**src/rtl/forwarding_scoreboard.sv**
```systemverilog
`default_nettype none
// ============================================================================
// Module   : forwarding_scoreboard
// Brief    : Tag-tracking operand bypass selector with load-use stall detect.
// Revision : 1.0
// ============================================================================
module forwarding_scoreboard #(
    parameter int NUM_SRC          = 3,
    parameter int DEPTH            = 3,
    parameter int DATA_W           = 32,
    parameter int REG_ADDR_W       = 4,
    parameter int LOAD_READY_STAGE = 1,
    parameter int NO_FWD_REG       = 15,
    parameter int SEL_W            = $clog2(DEPTH + 1)
) (
    input  logic                          clk,
    input  logic                          reset,
    input  logic                          i_id_valid,
    input  logic                          i_id_rf_e,
    input  logic                          i_id_load,
    input  logic [REG_ADDR_W-1:0]         i_id_rd,
    input  logic [NUM_SRC*REG_ADDR_W-1:0] i_id_src,
    input  logic [NUM_SRC-1:0]            i_id_src_used,
    input  logic [NUM_SRC*DATA_W-1:0]     i_rf_data,
    input  logic [DEPTH*DATA_W-1:0]       i_stage_data,
    input  logic                          i_flush,
    output logic [NUM_SRC*DATA_W-1:0]     o_fwd_data,
    output logic [NUM_SRC*SEL_W-1:0]      o_fwd_sel,
    output logic                          o_stall,
    output logic [15:0]                   o_stall_count
);

    logic [DEPTH-1:0]            r_vld;
    logic [DEPTH-1:0]            r_rfe;
    logic [DEPTH-1:0]            r_load;
    logic [DEPTH*REG_ADDR_W-1:0] r_rd;
    logic [15:0]                 r_stall_cnt;
    logic [NUM_SRC-1:0]          w_hazard;
    logic                        w_stall;
    logic                        w_push;

    assign w_stall = i_id_valid & ~i_flush & (|w_hazard);
    assign w_push  = i_id_valid & ~w_stall & ~i_flush;

    // Tag pipeline: a stalled or flushed ID slot enters EX as a bubble.
    always_ff @(posedge clk or posedge reset) begin
        if (reset) begin
            r_vld  <= '0;
            r_rfe  <= '0;
            r_load <= '0;
            r_rd   <= '0;
        end else begin
            for (int k = DEPTH - 1; k >= 1; k--) begin
                r_vld[k]  <= r_vld[k-1];
                r_rfe[k]  <= r_rfe[k-1];
                r_load[k] <= r_load[k-1];
                r_rd[k*REG_ADDR_W +: REG_ADDR_W] <= r_rd[(k-1)*REG_ADDR_W +: REG_ADDR_W];
            end
            r_vld[0]                <= w_push;
            r_rfe[0]                <= i_id_rf_e;
            r_load[0]               <= i_id_load;
            r_rd[0 +: REG_ADDR_W]   <= i_id_rd;
        end
    end

    always_ff @(posedge clk or posedge reset) begin
        if (reset) begin
            r_stall_cnt <= '0;
        end else if (w_stall && (r_stall_cnt != 16'hFFFF)) begin
            r_stall_cnt <= r_stall_cnt + 16'd1;
        end
    end

    for (genvar gi = 0; gi < NUM_SRC; gi++) begin : g_src
        logic [REG_ADDR_W-1:0] w_src;
        logic                  w_hit;
        logic                  w_haz;
        logic [SEL_W-1:0]      w_sel;
        logic [DATA_W-1:0]     w_data;

        assign w_src = i_id_src[gi*REG_ADDR_W +: REG_ADDR_W];

        // Scan youngest-first; the first hit decides, older hits are shadowed.
        always_comb begin
            w_hit  = 1'b0;
            w_haz  = 1'b0;
            w_sel  = '0;
            w_data = i_rf_data[gi*DATA_W +: DATA_W];
            for (int k = 0; k < DEPTH; k++) begin
                if (!w_hit && r_vld[k] && r_rfe[k] && i_id_src_used[gi] &&
                    (r_rd[k*REG_ADDR_W +: REG_ADDR_W] == w_src) &&
                    (w_src != REG_ADDR_W'(NO_FWD_REG))) begin
                    w_hit = 1'b1;
                    if (r_load[k] && (k < LOAD_READY_STAGE)) begin
                        w_haz = 1'b1;
                    end else begin
                        w_sel  = SEL_W'(k + 1);
                        w_data = i_stage_data[k*DATA_W +: DATA_W];
                    end
                end
            end
        end

        assign w_hazard[gi]                    = w_haz;
        assign o_fwd_sel[gi*SEL_W +: SEL_W]    = w_sel;
        assign o_fwd_data[gi*DATA_W +: DATA_W] = w_data;
    end

    assign o_stall       = w_stall;
    assign o_stall_count = r_stall_cnt;

endmodule
`default_nettype wire

```
**config.mk**
```make
export PLATFORM = sky130hd
export DESIGN_NAME = forwarding_scoreboard
export DESIGN_NICKNAME = d
export VERILOG_FILES = /design/src/rtl/forwarding_scoreboard.sv
export SDC_FILE = /design/constraint.sdc
export NUM_CORES = 1
export LEC_CHECK = 0
export CAP_MARGIN = 20
export CORE_AREA = 2 2 131 133
export DETAILED_ROUTE_END_ITERATION = 7
export DIE_AREA = 0 0 133 135
export HOLD_SLACK_MARGIN = 0.12
export PLACE_DENSITY = 0.68
export SLEW_MARGIN = 20
export SYNTH_ARGS = -nofsm -noshare
export SYNTH_HDL_FRONTEND = slang
export SYNTH_SLANG_ARGS = --single-unit
export TNS_END_PERCENT = 100
```
**constraint.sdc**
```tcl
create_clock -name clk -period 3.6 [get_ports clk]
set_input_delay 0.54 -clock clk [delete_from_list [all_inputs] [get_ports clk]]
set_output_delay 0.54 -clock clk [all_outputs]
set_load 0.03 [all_outputs]
```
After elaboration in Yosys (flattened, before gate mapping). Index checks and enable logic that the tools add are counted.

Register bits: 35. Input port bits: 217. Output and inout bits: 119. Word-level logic and storage cells: 105.

$add $sub $neg: 1. Equal/unequal tests: 13. Muxes and demuxes: 32. Bitwise gates (word level): 6. Reductions and logical operators: 48.

Operator list (number): $mux 32 (12); $logic_and 1x1->1 (41); $eq 4x4->1 (9); $add 16x1->16 const B (1); $ne 16x16->1 const B (1); $mux 2 (7); $mux 1 (13); $ne 4x4->1 const B (3); $logic_not 1->1 (6); $and 1x1->1 (4); $reduce_or 3->1 (1); $not 1->1 (2).

Longest topological paths before layout. Gate-level depths: netlist (run 1).

Depth in word-level cells: 19. Gate-level depth with buffers: 9. Depth with buffers taken out: 7.

Worst setup path before layout (run 1). No wires, ideal clock.

Path kind: input to output. Start: in i_id_src[2]. End: out o_fwd_data[18]. Arrival: 2894 ps. Data required time: 3060 ps. Path slack: 166 ps. Stages: 8. Path buffers: 3. Path through: clkbuf_1 > xor2_1 > nor4_1 > o211ai_1 > and3_1 > clkbuf_1 > buf_2 > o41ai_1.

Longest elaborated chain between the ends: 18. Elaborated cells on any way between the ends: 23. Those cells by class: 4 x eq/ne; 5 x mux; 14 x reduce/logical.

Ends and longest elaborated chain: from (decl) (RTL line 22) `input logic [NUM_SRC*REG_ADDR_W-1:0] i_id_src,`; $eq 4x4->1 (RTL line 91) `(r_rd[k*REG_ADDR_W +: REG_ADDR_W] == w_src) &&`; $logic_and 1x1->1 (RTL line 90) `if (!w_hit && r_vld[k] && r_rfe[k] && i_id_src_used[gi] &&`; $logic_and 1x1->1 (RTL line 91); $mux 1 (RTL line 90); $logic_not 1->1 (RTL line 90); $logic_and 1x1->1 (4 in series) (RTL line 90); $logic_and 1x1->1 (RTL line 91); $mux 1 (RTL line 90); $logic_not 1->1 (RTL line 90); $logic_and 1x1->1 (4 in series) (RTL line 90); $logic_and 1x1->1 (RTL line 91); $mux 32 (*) (RTL line 90); to (decl) (RTL line 27) `output logic [NUM_SRC*DATA_W-1:0] o_fwd_data,`.

Mark *: on every way between the ends. The rest lies on a longest branch, timed or not.

Final worst setup path (run 1).
Start: in i_id_src[6]. End: out o_fwd_data[44].

The elaborated chain is that of the path after synthesis.

==> flow_summary_export.csv, run 1 <==
group,metric,value,unit
min_path,holdPathStages,0,
clock_network,clock_latency,280,ps
critical_path,r2r_slack,1110,ps
pwr,p_leak,0.00366,uW
critical_path,endpoint,"o_fwd_data[44]",
global_route,grtUsageTotal,27.6,%
critical_path,reg2reg_from,"r_rd[0]",
synth,synth_edf_count,0,
sta,period_share,98.1,%
synth,postSynthCellCount,586,
synth,yosys_register_bits,35,
critical_path,worstPathArrival,2990,ps
synth,synth_top_area_share,18.5,%
critical_path,reg2regPathDepth,7,
synth,yosys-top-cells-area,"dfrtp_1 (19%), a221o_1 (6.3%), xor2_1 (5.6%)",
critical_path,worstSetupEndpointType,"output pin",
floorplanning,die_x,133,um
drt,drt-initial-drc-count,575,
synth,synthAdderAreaFrac,0.264,%
pwr,powerDensity,184,mW/mm^2
synth,avgSynthCellArea,8.07,um^2
critical_path,path_class,"in2out",
clock_network,cts_hold_buf,0,
critical_path,critical_path.top_delay_family,"compound AO/OA/AOI/OAI gates",
cells_and_area,syn2layout_area_growth,89.3,%
floorplanning,core_area,0.0164,mm^2
synth,yosysWarnings,0,
clock_network,clockRootBuffer,"clkbuf_16",
critical_path,crit_slowest_cell,"or4_4",
synth,yosys-top-cells-count,"nand2_1 (50), nor2_1 (46), dfrtp_1 (35), a221o_1 (30), xor2_1 (30)",
clock_network,clk_pin_slew_worst_paths,50,ps
synth,synth_xor_area_share,9.26,%
synth,yosys.area_share.simple,24.5,%
synth,synthMuxAreaShare,7.06,%
global_route,grt.overflow.total,0,
sta,holdWs,393,ps
cells_and_area,postLayoutCellArea,0.00896,mm^2
place,gp_congestion,0.892,
clock_network,cts_tree,"built",
drt,ant_nets,0,
sta,fin_skew,4.35,ps
global_route,first_global_vias,6408,
sta,finalHoldViolCount,0,
clock_network,cts.sinks,35,
critical_path,startpoint_type,"input port",
sta,period_needed,3530,ps
floorplanning,io_pins,336,
synth,syn_area,0.00473,mm^2
floorplanning,rows,47,
sta,grt_setup_unrepaired,"true",
critical_path,cp.buffers_inverters,3,
sta,maxSlewHeadroom,54.8,%
synth,synthFlopType,"dfrtp_1",
drt,drc_errors,0,
drt,wl_per_cell,22.7,um
floorplanning,die_area,0.0180,mm^2
critical_path,setup.worst_path.start,"i_id_src[6]",
sta,setup_violations,0,
critical_path,rr_endpoint,"o_stall_count[1]",
critical_path,crit_path_max_fanout,11,
critical_path,required,3060,ps
outcome,status,"completed",
clock_network,cts_buffer_depth,2,
global_route,antenna_found_initial,0,
cells_and_area,final_nets,1156,
floorplanning,initial_core_util,28.8,%
global_route,grt_pass1_wl,38300,um
synth,async_flop_share,100,%
synth,yosysMostFrequentCell,"nand2_1",
place,hpwl,20500,um
synth,yosysUniqueCellTypes,61,
critical_path,path_depth,8,
sta,tightest_slew,675,ps
synth,synth_top_family_by_area,"compound AO/OA/AOI/OAI gates",
pwr,peakVddDrop,0.349,mV
synth,synth-compound-area-share,34.1,%
min_path,hold_class,"reg2reg",
place,port_buffers,335,
drt,dr.pass1.iters,7,
drt,vias,6493,
drt,wirelength,26300,um
synth,syn-num-nets,804,
critical_path,critPathMaxStageDelay,560,ps
critical_path,crit_chain,"clkdlybuf4s50_1 -> xor2_1 -> or4_4 -> o211a_1 -> buf_12 -> a221oi_1 -> o2bb2ai_1 -> buf_4",
sta,drv_slew,0,
job,cap_violations,0,
drt,viasPerCell,5.60,
global_route,grt_max_degree,36,
synth,yosysSeqAreaShare,18.5,%
sta,max_freq,0.283,GHz
floorplanning,dieHeight,135,um
synth,yosysTopAreaCell,"dfrtp_1",
cells_and_area,layout-drive-gt1-share,24.5,%
clock_network,ctsHtreeMaxLevel,2,
min_path,min_from,"r_vld[0]",
place,dpl_cell_area,0.00870,mm^2
clock_network,numCtsBuffers,5,
==> layer usage <==
metal / global-route usage [%] / up-vias / share of wire, %
met3: 6.72 / 47 / 9.7
met1: 35.0 / 3059 / 40
met5: 0 / - / 0
li1: - / 2985 / -
met2: 47.4 / 402 / 48
met4: 6.39 / 0 / 2.1
==> flip-flops by register name, indices dropped and copies added, names as in the netlist <==
name / count
r_vld: 3
r_rfe: 3
r_load: 1
r_rd: 12
o_stall_count: 16
==> cells in the final DEF, fill, tap and decap left out, types with 4 or more instances in the layout <==
master	synthesis	final
a21oi_1	24	23
clkdlybuf4s50_1	0	228
o21ai_1	9	9
o21ai_2	5	5
a221oi_1	24	24
o2bb2ai_1	24	24
nor3_1	11	10
buf_4	2	135
buf_12	0	30
nor4_2	3	7
nor2b_1	14	14
a221o_1	30	30
a32o_1	6	6
nand3_1	14	14
xnor2_1	20	20
and2_1	5	5
a22o_1	20	20
mux2_1	12	12
a31oi_1	28	27
clkbuf_16	0	5
or3b_2	10	10
nand4_1	7	7
a222oi_1	6	6
xor2_2	0	4
mux2i_1	15	15
dlymetal6s2s_1	0	6
or3_1	4	4
xor2_1	30	26
dfrtp_1	35	35
nor2_1	46	45
nor3b_1	4	4
o21ai_0	4	4
nand2_1	50	50
inv_1	9	9
and3_1	12	10
==> per-stage QoR <==
stage / total power, uW / utilization (%) / setup WS, ps / TNS (ps) / instances
floorplan: 740 / - / 166 / 0 / 586
global placement: 1220 / 53.0 / -30.4 / -91.4 / 1148
detailed placement: 1220 / 53.0 / -7.63 / -13.7 / 1148
CTS: 1650 / 54.0 / 29.3 / 0 / 1157
global route: 1710 / 54.6 / -4.39 / -4.39 / 1159
finish: 1650 / 54.6 / 69.4 / 0 / 1160
==> power by group <==
part | internal (uW) | switching, uW
clock network | 254 | 162
registers | 406 | 18.6
logic | 427 | 378
==> how the worst min path moves through the flow <==
stage,to
after CTS,r_vld[1]
after floorplan,r_rfe[1]
after global placement,r_vld[1]
after detailed placement,r_vld[1]
final,r_vld[1]
after global routing,r_vld[1]
==> cell families after synthesis <==
family          count (synthesis)
buf+inv                        63
xor+xnor                       50
mux                            31
fa+ha+maj                       1
compound gates                197
simple gates                  209
flops                          35
==> repair_timing <==
action                                  4_1_cts  5_1_grt
hold endpoints to repair                      0        0
pin swaps                                     1        3
resized for setup                             1       17
endpoints found under the setup margin        2       40
buffers inserted                              1        2
==> area by class of cell <==
class,instances,area [um^2]
sequential,35,876
antenna,1,2.50
clock buffer,5,125
clock inverter,3,20.0
timing repair buffer,399,3970
inverter,9,33.8
fill,1455,7450
multi-input combinational,488,3650
tap,220,275
No activity file was read; power rests on OpenSTA's default activity.
==> run 2, diff against run 1 <==
--- a/config.mk
+++ b/config.mk
@@ -11,6 +11,7 @@
 export DIE_AREA = 0 0 133 135
 export HOLD_SLACK_MARGIN = 0.12
 export PLACE_DENSITY = 0.68
+export SKIP_LAST_GASP = 1
 export SLEW_MARGIN = 20
 export SYNTH_ARGS = -nofsm -noshare
 export SYNTH_HDL_FRONTEND = slang
==> results of run 2 <==
No change in the layout: final DEF, timing and power equal those of run 1.
==> run 3, diff against run 2 <==
--- a/config.mk
+++ b/config.mk
@@ -5,12 +5,11 @@
 export SDC_FILE = /design/constraint.sdc
 export NUM_CORES = 1
 export LEC_CHECK = 0
-export CAP_MARGIN = 20
-export CORE_AREA = 2 2 131 133
+export ABC_AREA = 1
+export CORE_AREA = 2 2 137 139
 export DETAILED_ROUTE_END_ITERATION = 7
-export DIE_AREA = 0 0 133 135
-export HOLD_SLACK_MARGIN = 0.12
-export PLACE_DENSITY = 0.68
+export DIE_AREA = 0 0 139 141
+export PLACE_DENSITY = 0.72
 export SKIP_LAST_GASP = 1
 export SLEW_MARGIN = 20
 export SYNTH_ARGS = -nofsm -noshare
==> flow_summary_export.csv, run 3 <==
group,metric,value,unit
outcome,status,"completed",
synth,yosys_register_bits,35,
sta,holdWs,381,ps
synth,yosysSeqAreaShare,14.1,%
pwr,seq_power_share,24.9,%
synth,postSynthCellCount,1201,
min_path,holdPathStages,0,
global_route,grt_util_met1,39.2,%
sta,grt_setup_unrepaired,"true",
synth,synth_top_family_by_area,"simple AND/OR/NAND/NOR gates",
drt,dr.pass1.iters,6,
synth,syn_area,0.00620,mm^2
pwr,clockPowerShare,24.4,%
critical_path,path_depth,14,
synth,avgSynthCellArea,5.16,um^2
floorplanning,dieHeight,141,um
cells_and_area,final_nets,1743,
sta,setup_violations,0,
pwr,switching_share,36.4,%
clock_network,cts_resized,0,
clock_network,clockRootBuffer,"clkbuf_16",
cells_and_area,mostFrequentLayoutCells,"nand2_1 (461), clkdlybuf4s50_1 (236), nand3_1 (222), inv_1 (135), buf_4 (102)",
synth,yosys-top-cells-area,"nand2_1 (28%), nand3_1 (18%), dfrtp_1 (14%)",
drt,viasPerCell,5.22,
synth,yosysMostFrequentCell,"nand2_1",
pwr,peakVddDrop,0.288,mV
critical_path,worstSetupEndpointType,"output pin",
drt,drc_errors,0,
critical_path,rr_endpoint,"o_stall_count[9]",
synth,syn-num-nets,1419,
critical_path,path_class,"in2out",
global_route,grt_max_degree,53,
sta,finalHoldViolCount,0,
place,hpwl,25600,um
clock_network,cts_tree,"built",
critical_path,r2r_slack,1350,ps
cells_and_area,nFillCells,1890,
drt,vias,9195,
place,gp_congestion,0.936,
pwr,powerDensity,166,mW/mm^2
cells_and_area,layout-drive-gt1-share,12.1,%
pwr,p_leak,0.00529,uW
floorplanning,core_area,0.0183,mm^2
floorplanning,rows,50,
pwr,p_comb_share,50.7,%
critical_path,reg2reg_from,"r_rd[3]",
synth,synth_top_area_share,27.9,%
critical_path,crit_chain,"clkdlybuf4s50_1 -> inv_2 -> nand2_1 -> nand2_1 -> nor2_1 -> nand2_1 -> nor2_4 -> nand2_1 -> buf_12 -> nand2_1 -> nand2_1 -> nand2_1 -> nand2_1 -> clkdlybuf4s50_1",
critical_path,reg2regPathDepth,10,
synth,yosys.area_share.simple,61.1,%
cells_and_area,syn2layout_area_growth,65.2,%
synth,synthMuxAreaShare,0,%
clock_network,clk_pin_slew_worst_paths,50,ps
critical_path,setup.worst_path.start,"i_id_src[6]",
job,cap_violations,0,
sta,period_share,97.0,%
critical_path,worstPathArrival,2950,ps
synth,synthFlopType,"dfrtp_1",
min_path,hold_class,"reg2reg",
synth,synth_edf_count,0,
clock_network,numCtsBuffers,5,
sta,drv_slew,0,
global_route,grtUsageMet2,52.9,%
synth,synthAdderAreaFrac,0.202,%
sta,period_needed,3490,ps
critical_path,critPathMaxStageDelay,620,ps
critical_path,critical_path.top_delay_family,"buffers and inverters",
sta,tightest_slew,528,ps
clock_network,cts.sinks,35,
place,port_buffers,335,
global_route,grt_pass1_wl,48300,um
global_route,first_global_vias,8335,
critical_path,endpoint,"o_fwd_data[51]",
clock_network,cts_buffer_depth,2,
synth,yosysTopAreaCell,"nand2_1",
synth,yosysWarnings,0,
sta,maxSlewHeadroom,64.8,%
cells_and_area,largest_reg_flops,16,
global_route,top_usage_layer,"met2",
critical_path,crit_slowest_cell,"clkdlybuf4s50_1",
global_route,use_met3,6.01,%
floorplanning,die_area,0.0196,mm^2
floorplanning,initial_core_util,34.0,%
synth,synth_xor_area_share,3.67,%
sta,finalSetupTns,0,ps
drt,drt-initial-drc-count,884,
cells_and_area,postLayoutCellArea,0.0102,mm^2
cells_and_area,finish.utilization,56.1,%
floorplanning,io_pins,336,
global_route,grt.overflow.total,0,
synth,yosysUniqueCellTypes,28,
sta,max_freq,0.286,GHz
cells_and_area,final_common_cell,"nand2_1",
global_route,grtUsageTotal,31.2,%
place,dpl_cell_area,0.0100,mm^2
drt,ant_nets,0,
critical_path,required,3060,ps
clock_network,clock_latency,280,ps
synth,async_flop_share,100,%
clock_network,ctsHtreeMaxLevel,2,
drt,wl_per_cell,18.3,um
clock_network,cts_hold_buf,0,
critical_path,crit_path_max_fanout,12,
pwr,p_sw,619,uW
clock_network,post_cts_buffers,0,
drt,wirelength,32200,um
critical_path,startpoint_type,"input port",
synth,yosys-top-cells-count,"nand2_1 (461), nand3_1 (222), inv_1 (135), nor2_1 (72), nand4_1 (52)",
synth,synth-compound-area-share,5.22,%
floorplanning,die_x,139,um
critical_path,critical_path.most_common_cell,"nand2_1",
pwr,p_int,1080,uW
critical_path,cp.buffers_inverters,4,
global_route,antenna_found_initial,4,
sta,fin_skew,3.01,ps
==> run 3: changes by cell type in the layout (fill, tap and decap cells not counted), sizes merged, moves of 20 or more <==
cell     change
a31oi       -28
a221o       -30
inv        +140
nand4       +46
nand2      +413
nand3      +213
a22o        -20
nor2        +38
buf         -32
a221oi      -27
o2bb2ai     -24
==> run 3: power by group through the flow <==
stage          Sequential [uW]  Clock, uW  Combinational (uW)
2_1_floorplan              427          0                 357
3_3_place_gp               430          0                 857
3_5_place_dp               430          0                 858
4_1_cts                    423        422                 863
5_1_grt                    425        445                 917
6_report                   423        415                 861
==> run 3: kinds of logic (layout without fill, tap and decap cells) <==
group,Yosys count,in the layout
buf+inv,221,546
fa+ha+maj,1,1
other cells,0,3
simple gates,854,854
xor+xnor,26,26
flops,35,35
compound gates,64,64
==> run 3: worst min path at each step <==
stage | start | end
2_1_floorplan | r_rfe[1] | r_rfe[2]
3_3_place_gp | r_vld[1] | r_vld[2]
3_5_place_dp | r_vld[1] | r_vld[2]
4_1_cts | r_vld[1] | r_vld[2]
5_1_grt | r_rfe[1] | r_rfe[2]
6_report | r_rfe[1] | r_rfe[2]
==> run 3: final cells by class <==
class	count	area, um^2	share of cell area [%]
clock inverters	2	12.5	0.122
diodes	3	7.51	0.0733
clock buffers	6	129	1.26
multi-input cells	945	4370	42.6
well taps	234	293	2.86
repair buffers	389	4000	39.0
inverters	149	562	5.48
flip-flops and latches	35	877	8.56
==> run 3: per-stage QoR <==
stage | power, uW | setup slack (ps) | cells
finish | 1700 | 108 | 1763
CTS | 1710 | 55.3 | 1760
detailed placement | 1290 | 55.5 | 1752
global placement | 1290 | 58.6 | 1752
global route | 1790 | -81.0 | 1763
floorplan | 784 | 1240 | 1201
==> run 3: metal layers <==
metal / wire [um] / vias to the layer above
met5: 0 / -
met4: 1390 / 0
met3: 3060 / 83
met2: 15100 / 495
met1: 12700 / 4143
li1: - / 4474
